===== src/rtl/orb_packer_gen.sv =====
`default_nettype none
// ============================================================================
//  Module   : orb_packer_gen
//  Brief    : Orbital word packer. Captures one telemetry byte per
//             synchronised strobe, formats it into an orbital word and
//             writes it to the frame RAM at a stride address, skipping the
//             service slots of each packet. Optional page interleave from a
//             synchronised SW input, optional first-slot marker bit, and
//             packet / wrap / SW-change status pulses.
//  Revision : 1.0 - initial release
// ============================================================================
module orb_packer_gen #(
    parameter int DATA_W      = 8,
    parameter int WORD_W      = 12,
    parameter int SLOTS       = 16,
    parameter int FRAME       = 20,
    parameter int ADDR_W      = 11,
    parameter int SLOT_STRIDE = 2,
    parameter int PACK_STRIDE = 32,
    parameter int PACKS       = 64,
    parameter int WE_DLY      = 28,
    parameter int WE_HOLD     = 32,
    parameter int IL_EN       = 1,
    parameter int MARK_EN     = 0
) (
    input  logic              clk,
    input  logic              rst,
    input  logic [DATA_W-1:0] iData,
    input  logic              strob,
    input  logic              SW,
    output logic [WORD_W-1:0] orbWord,
    output logic              WE,
    output logic [ADDR_W-1:0] WrAddr,
    output logic              pkt_done,
    output logic              wrap,
    output logic              sw_evt
);

    localparam int SLOT_W = (FRAME > 1) ? $clog2(FRAME) : 1;
    localparam int PACK_W = (PACKS > 1) ? $clog2(PACKS) : 1;
    localparam int WCNT_W = (WE_HOLD > 1) ? $clog2(WE_HOLD) : 1;
    localparam int c_PAD  = WORD_W - DATA_W - 1;

    localparam logic [SLOT_W-1:0] c_SLOTS      = SLOT_W'(SLOTS);
    localparam logic [SLOT_W-1:0] c_SLOT_LAST  = SLOT_W'(FRAME - 1);
    localparam logic [PACK_W-1:0] c_PACK_LAST  = PACK_W'(PACKS - 1);
    localparam logic [WCNT_W-1:0] c_WE_DLY_M1  = WCNT_W'(WE_DLY - 1);
    localparam logic [WCNT_W-1:0] c_WE_HOLD_M1 = WCNT_W'(WE_HOLD - 1);

    typedef enum logic [1:0] {
        ST_IDLE  = 2'd0,
        ST_WESET = 2'd1,
        ST_WAIT  = 2'd2
    } state_t;

    state_t              state_q, state_d;
    logic                strob_meta_q, strS_q;
    logic                sw_meta_q, swS_q, sw_last_q;
    logic [SLOT_W-1:0]   slot_q, slot_d;
    logic [PACK_W-1:0]   pack_q, pack_d;
    logic [WCNT_W-1:0]   wecnt_q, wecnt_d;
    logic [WORD_W-1:0]   word_q, word_d;
    logic [ADDR_W-1:0]   addr_q, addr_d;
    logic                we_q, we_d;
    logic                pkt_done_q, pkt_done_d;
    logic                wrap_q, wrap_d;
    logic                sw_evt_q;

    logic                w_sw_chg;
    logic                w_mark;
    logic [31:0]         w_il;

    assign w_sw_chg = swS_q ^ sw_last_q;
    assign w_mark   = (MARK_EN != 0) && (slot_q == '0);
    assign w_il     = (IL_EN != 0) ? 32'(swS_q) : 32'd0;

    // Two-flop synchronisers for the asynchronous strobe and page select.
    always_ff @(posedge clk or posedge rst) begin
        if (rst) begin
            strob_meta_q <= 1'b0;
            strS_q       <= 1'b0;
            sw_meta_q    <= 1'b0;
            swS_q        <= 1'b0;
            sw_last_q    <= 1'b0;
        end else begin
            strob_meta_q <= strob;
            strS_q       <= strob_meta_q;
            sw_meta_q    <= SW;
            swS_q        <= sw_meta_q;
            sw_last_q    <= swS_q;
        end
    end

    // Control state register.
    always_ff @(posedge clk or posedge rst) begin
        if (rst) begin
            state_q <= ST_IDLE;
        end else begin
            state_q <= state_d;
        end
    end

    // Next state, counters and output word/address; a SW change clears the counters last so it wins.
    always_comb begin
        state_d    = state_q;
        slot_d     = slot_q;
        pack_d     = pack_q;
        wecnt_d    = wecnt_q;
        word_d     = word_q;
        addr_d     = addr_q;
        we_d       = we_q;
        pkt_done_d = 1'b0;
        wrap_d     = 1'b0;
        case (state_q)
            ST_IDLE: begin
                if (strS_q) begin
                    if (slot_q < c_SLOTS) begin
                        word_d  = WORD_W'({w_mark, iData}) << c_PAD;
                        addr_d  = ADDR_W'(32'(slot_q) * SLOT_STRIDE
                                          + 32'(pack_q) * PACK_STRIDE + w_il);
                        slot_d  = slot_q + 1'b1;
                        wecnt_d = '0;
                        state_d = ST_WESET;
                    end else if (slot_q != c_SLOT_LAST) begin
                        slot_d  = slot_q + 1'b1;
                        state_d = ST_WAIT;
                    end else begin
                        slot_d     = '0;
                        pkt_done_d = 1'b1;
                        state_d    = ST_WAIT;
                        if (pack_q == c_PACK_LAST) begin
                            pack_d = '0;
                            wrap_d = 1'b1;
                        end else begin
                            pack_d = pack_q + 1'b1;
                        end
                    end
                end
            end
            ST_WESET: begin
                if (wecnt_q == c_WE_DLY_M1) begin
                    we_d = 1'b1;
                end
                if (wecnt_q == c_WE_HOLD_M1) begin
                    wecnt_d = '0;
                    state_d = ST_WAIT;
                end else begin
                    wecnt_d = wecnt_q + 1'b1;
                end
            end
            ST_WAIT: begin
                if (!strS_q) begin
                    we_d    = 1'b0;
                    state_d = ST_IDLE;
                end
            end
            default: begin
                state_d = ST_IDLE;
            end
        endcase
        if (w_sw_chg) begin
            slot_d     = '0;
            pack_d     = '0;
            wecnt_d    = '0;
            pkt_done_d = 1'b0;
            wrap_d     = 1'b0;
        end
    end

    // Datapath and status registers; reset clears the write immediately.
    always_ff @(posedge clk or posedge rst) begin
        if (rst) begin
            slot_q     <= '0;
            pack_q     <= '0;
            wecnt_q    <= '0;
            word_q     <= '0;
            addr_q     <= '0;
            we_q       <= 1'b0;
            pkt_done_q <= 1'b0;
            wrap_q     <= 1'b0;
            sw_evt_q   <= 1'b0;
        end else begin
            slot_q     <= slot_d;
            pack_q     <= pack_d;
            wecnt_q    <= wecnt_d;
            word_q     <= word_d;
            addr_q     <= addr_d;
            we_q       <= we_d;
            pkt_done_q <= pkt_done_d;
            wrap_q     <= wrap_d;
            sw_evt_q   <= w_sw_chg;
        end
    end

    assign orbWord  = word_q;
    assign WrAddr   = addr_q;
    assign WE       = we_q;
    assign pkt_done = pkt_done_q;
    assign wrap     = wrap_q;
    assign sw_evt   = sw_evt_q;

endmodule
`default_nettype wire


===== config.mk =====
export PLATFORM = sky130hd
export DESIGN_NAME = orb_packer_gen
export DESIGN_NICKNAME = d
export VERILOG_FILES = /design/src/rtl/orb_packer_gen.sv
export SDC_FILE = /design/constraint.sdc
export NUM_CORES = 1
export LEC_CHECK = 0
export CAP_MARGIN = 20
export CORE_MARGIN = 2
export CORE_UTILIZATION = 50
export DETAILED_ROUTE_END_ITERATION = 8
export GPL_ROUTABILITY_DRIVEN = 0
export PLACE_DENSITY = 0.76
export SLEW_MARGIN = 10
export SYNTH_ARGS = -nofsm -noshare
export SYNTH_HDL_FRONTEND = slang
export SYNTH_SLANG_ARGS = --single-unit

===== constraint.sdc =====
create_clock -name clk -period 2.3 [get_ports clk]
set_clock_uncertainty 0.05 [all_clocks]
set_input_delay 0.46 -clock clk [delete_from_list [all_inputs] [get_ports clk]]
set_output_delay 0.46 -clock clk [all_outputs]
set_load 0.01 [all_outputs]

==> metrics.txt <==
# TYPE chip_impl_metric gauge
chip_impl_metric{name="dp.final_hpwl",unit="µm"} 2680
chip_impl_metric{name="detailedRoute.firstIterationViolations",unit=""} 109
chip_impl_metric{name="sequential_area_share_after_synthesis",unit=""} 0.553
chip_impl_metric{name="fin_crit_sh",unit=""} 0.914
chip_impl_metric{name="antennaDiodeCount",unit=""} 0
chip_impl_info{name="worstReg2RegEnd",value="wecnt_q[2]$_DFFE_PP0P_"} 1
chip_impl_metric{name="hold-path-cell-count",unit=""} 0
chip_impl_metric{name="powerDensity",unit="nW/µm²"} 731
chip_impl_info{name="tritoncts",value="yes"} 1
chip_impl_metric{name="floorplan.initialDensity",unit=""} 0.521
chip_impl_info{name="worstHoldStart",value="strob_meta_q$_DFF_PP0_"} 1
chip_impl_metric{name="leakagePower",unit="nW"} 1.12
chip_impl_metric{name="power.total",unit="mW"} 1.86
chip_impl_metric{name="cts_post_setup_buffers_inserted",unit=""} 0
chip_impl_info{name="ys.flop_type",value="dfrtp_1"} 1
chip_impl_info{name="path_delay_family",value="simple AND/OR/NAND/NOR gates"} 1
chip_impl_metric{name="fmax",unit="MHz"} 476
chip_impl_metric{name="postRouteAntennaNets",unit=""} 0
chip_impl_metric{name="area.sequential",unit="µm²"} 1150
chip_impl_info{name="cp_slowest_cell",value="or3b_1"} 1
chip_impl_metric{name="peakVddDrop",unit="µV"} 525
chip_impl_metric{name="min_period",unit="ns"} 2.10
chip_impl_metric{name="route.vias.total",unit=""} 1488
chip_impl_metric{name="mapped_avg_cell_area",unit="µm²"} 11.4
chip_impl_info{name="worst_setup_path_start_kind",value="flop"} 1
chip_impl_metric{name="placementRows",unit=""} 23
chip_impl_metric{name="synth_async_sr_flop_share",unit=""} 1.00
chip_impl_metric{name="areaGrowthSynthToFinish",unit="%"} 22.1
chip_impl_metric{name="place_inst",unit=""} 261
chip_impl_metric{name="maxSlewViolCount",unit=""} 0
chip_impl_metric{name="num_io_pins",unit=""} 39
chip_impl_metric{name="rrSetupSlack",unit="ns"} 0.20
chip_impl_metric{name="post_cts_resized",unit=""} 0
chip_impl_metric{name="multiInputGateArea",unit="µm²"} 863
chip_impl_metric{name="gr_usage_total",unit=""} 0.181
chip_impl_info{name="outcome",value="finished, final reports clean"} 1
chip_impl_metric{name="number_of_synthesized_flops_with_an_enable_pin",unit=""} 0
chip_impl_metric{name="max_cap_violations",unit=""} 0
chip_impl_metric{name="synth_top_area_frac",unit=""} 0.553
chip_impl_metric{name="antenna_violations_before_repair",unit=""} 0
chip_impl_metric{name="buffer_levels_on_the_longest_clock_path",unit=""} 2
chip_impl_info{name="hold_removal_path_class",value="reg2reg"} 1
chip_impl_metric{name="vias_in_the_first_global_route",unit=""} 1433
chip_impl_metric{name="pin_count_of_the_biggest_net_entering_global_routing",unit=""} 26
chip_impl_metric{name="synth_cell_types",unit=""} 42
chip_impl_metric{name="hold_violations",unit=""} 0
chip_impl_metric{name="reg2regPathDepth",unit=""} 7
chip_impl_metric{name="synth-seq-cells",unit=""} 46
chip_impl_info{name="cp_cell_sequence",value="ha_1 -> and3_1 -> ha_1 -> or3b_1 -> nor2_1 -> nor2_1 -> a211oi_1"} 1
chip_impl_metric{name="fp.dieW",unit="µm"} 68.6
chip_impl_info{name="end_kind",value="flop"} 1
chip_impl_metric{name="timing.setup.tns",unit="ns"} 0
chip_impl_metric{name="core_area",unit="µm²"} 4000
chip_impl_info{name="worstHoldEndpoint",value="strS_q$_DFF_PP0_"} 1
chip_impl_metric{name="max_h_tree_level",unit=""} 2
chip_impl_info{name="r2r-start",value="wecnt_q[0]$_DFFE_PP0P_"} 1
chip_impl_metric{name="drt_first_pass_iters",unit=""} 4
chip_impl_metric{name="yosys_warnings",unit=""} 0
chip_impl_metric{name="critical-path-max-stage-delay",unit="ns"} 0.45
chip_impl_metric{name="die_area",unit="µm²"} 4700
chip_impl_metric{name="synthCells",unit=""} 182
chip_impl_info{name="worstSetupPathType",value="reg2reg"} 1
chip_impl_info{name="cts_root_buf",value="clkbuf_8"} 1
chip_impl_metric{name="n_fill_cell",unit=""} 307
chip_impl_info{name="synth.top_cells.by_area",value="dfrtp_1, mux2_1, a21oi_1"} 1
chip_impl_metric{name="die_h",unit="µm"} 68.6
chip_impl_metric{name="post_drt_via_cell_ratio",unit=""} 5.55
chip_impl_metric{name="insertion_delay",unit="ns"} 0.29
chip_impl_metric{name="timing.critical_path.arrival",unit="ns"} 2.25
chip_impl_metric{name="buffer_ports.inserted",unit=""} 34
chip_impl_metric{name="cp.buffers_inverters",unit=""} 0
chip_impl_metric{name="post_layout_nonfiller_instances",unit=""} 268
chip_impl_info{name="netlist.top_cell.by_area",value="dfrtp_1"} 1
chip_impl_metric{name="drc_violations_left",unit=""} 0
chip_impl_metric{name="avgRoutedWirePerCell",unit="µm"} 13.8
chip_impl_metric{name="setup_viol",unit=""} 0
chip_impl_metric{name="crit_path_max_fanout",unit=""} 4
chip_impl_metric{name="drive_above_1_share",unit=""} 0.0917
chip_impl_metric{name="post_synth_instance_area",unit="µm²"} 2080
chip_impl_metric{name="globalRoute.totalOverflow",unit=""} 0
chip_impl_info{name="rsz0062_at_grt",value="no"} 1
chip_impl_metric{name="nets",unit=""} 236
chip_impl_metric{name="required_time_of_the_worst_setup_path",unit="ns"} 2.45
chip_impl_metric{name="ctsHoldBuffers",unit=""} 0
chip_impl_metric{name="clock_sink_count",unit=""} 46
chip_impl_metric{name="grt_first_pass_wirelength",unit="µm"} 6270
chip_impl_metric{name="cts.reportedPaths.clkPinSlew",unit="ns"} 0.08
chip_impl_metric{name="tritoncts.num_buffers",unit=""} 5
chip_impl_metric{name="totalWireLength",unit="µm"} 3700
==> kinds of logic (layout without fill, tap and decap cells) <==
logic type	after synthesis	count (layout)	share of synthesized area
adders and majority gates	6	6	0.0360
buffers and inverters	13	46	0.0384
muxes	14	14	0.0757
other	1	4	0.00180
AOI/OAI and AO/OA	35	35	0.0991
xor gates and xnor gates	6	6	0.0252
and+or+nand+nor	61	61	0.171
DFF	46	46	0.553
==> worst register-to-register path: cells and delay by family, from the launching register on <==
kind	cells	cell delay, ns
flip-flops	1	0.41
AO/OA/AOI/OAI	1	0.24
adder cells (fa/ha/maj)	2	0.48
AND/OR/NAND/NOR	4	0.84
==> cell usage after synthesis, types with 3 or more instances <==
cell type,count
a21oi_1,19
and3_1,3
buf_2,4
buf_4,5
dfrtp_1,46
ha_1,6
mux2_1,10
mux2_2,4
nand2_1,6
nand3_1,10
nor2_1,20
nor3_1,4
o21ai_0,5
or3_1,3
xor2_1,5
==> final cells by class <==
type / count / share of cell area
Inverter: 1 / 0.00148
Sequential cell: 46 / 0.453
Clock buffer: 6 / 0.0285
Timing Repair Buffer: 38 / 0.151
Tap cell: 50 / 0.0246
Clock inverter: 1 / 0.00295
Multi-Input combinational cell: 126 / 0.339
==> power breakdown <==
group          internal (mW)  switching (mW)
logic                  0.251           0.172
clock network          0.208           0.250
registers              0.916          0.0616
total                   1.37           0.484
==> cell usage in the layout, fill, tap and decap left out, types with 3 or more instances in the layout <==
cell	synthesis	final
xor2_1	5	5
or3_1	3	3
nor3_1	4	4
a21oi_1	19	19
nor2_1	20	20
o21ai_0	5	5
dfrtp_1	46	46
nand2_1	6	6
mux2_2	4	4
clkbuf_8	0	5
clkdlybuf4s50_1	0	34
and3_1	3	3
mux2_1	10	10
conb_1	1	4
buf_4	5	3
nand3_1	10	10
ha_1	6	6
==> flip-flops by register name, summed over array words and instances, names as in the netlist, 2 cells and up <==
register	cells
pack_q	6
orbWord	8
wecnt_q	5
slot_q	5
state_q	2
WrAddr	11
==> routing by layer <==
layer,vias to the layer above,global-route usage,share of wire
li1,712,-,-
met1,715,0.225,0.44
met2,52,0.292,0.49
met3,9,0.0601,0.062
met4,0,0.0675,0.013
met5,-,0,0
==> through the flow <==
step / cell area, µm² / hold slack, ns / setup slack [ns] / utilization
after floorplan: 2090 / 0.281 / 0.406 / -
after global placement: 2460 / 0.284 / 0.368 / 0.616
after detailed placement: 2460 / 0.288 / 0.229 / 0.616
after CTS: 2540 / 0.307 / 0.215 / 0.636
after global routing: 2540 / 0.307 / 0.0734 / 0.636
final: 2540 / 0.306 / 0.199 / 0.636
==> worst max-delay path by stage <==
stage / startpoint / to / slack [ns] / cells after the start
after detailed placement: wecnt_q[0]$_DFFE_PP0P_ / wecnt_q[2]$_DFFE_PP0P_ / 0.23 / 7
after floorplan: wecnt_q[0]$_DFFE_PP0P_ / wecnt_q[2]$_DFFE_PP0P_ / 0.41 / 7
final: wecnt_q[0]$_DFFE_PP0P_ / wecnt_q[2]$_DFFE_PP0P_ / 0.20 / 7
after CTS: wecnt_q[0]$_DFFE_PP0P_ / wecnt_q[2]$_DFFE_PP0P_ / 0.22 / 7
after global routing: wecnt_q[0]$_DFFE_PP0P_ / wecnt_q[2]$_DFFE_PP0P_ / 0.07 / 7
after global placement: wecnt_q[0]$_DFFE_PP0P_ / wecnt_q[2]$_DFFE_PP0P_ / 0.37 / 7
(Power assumes the default switching activity.)
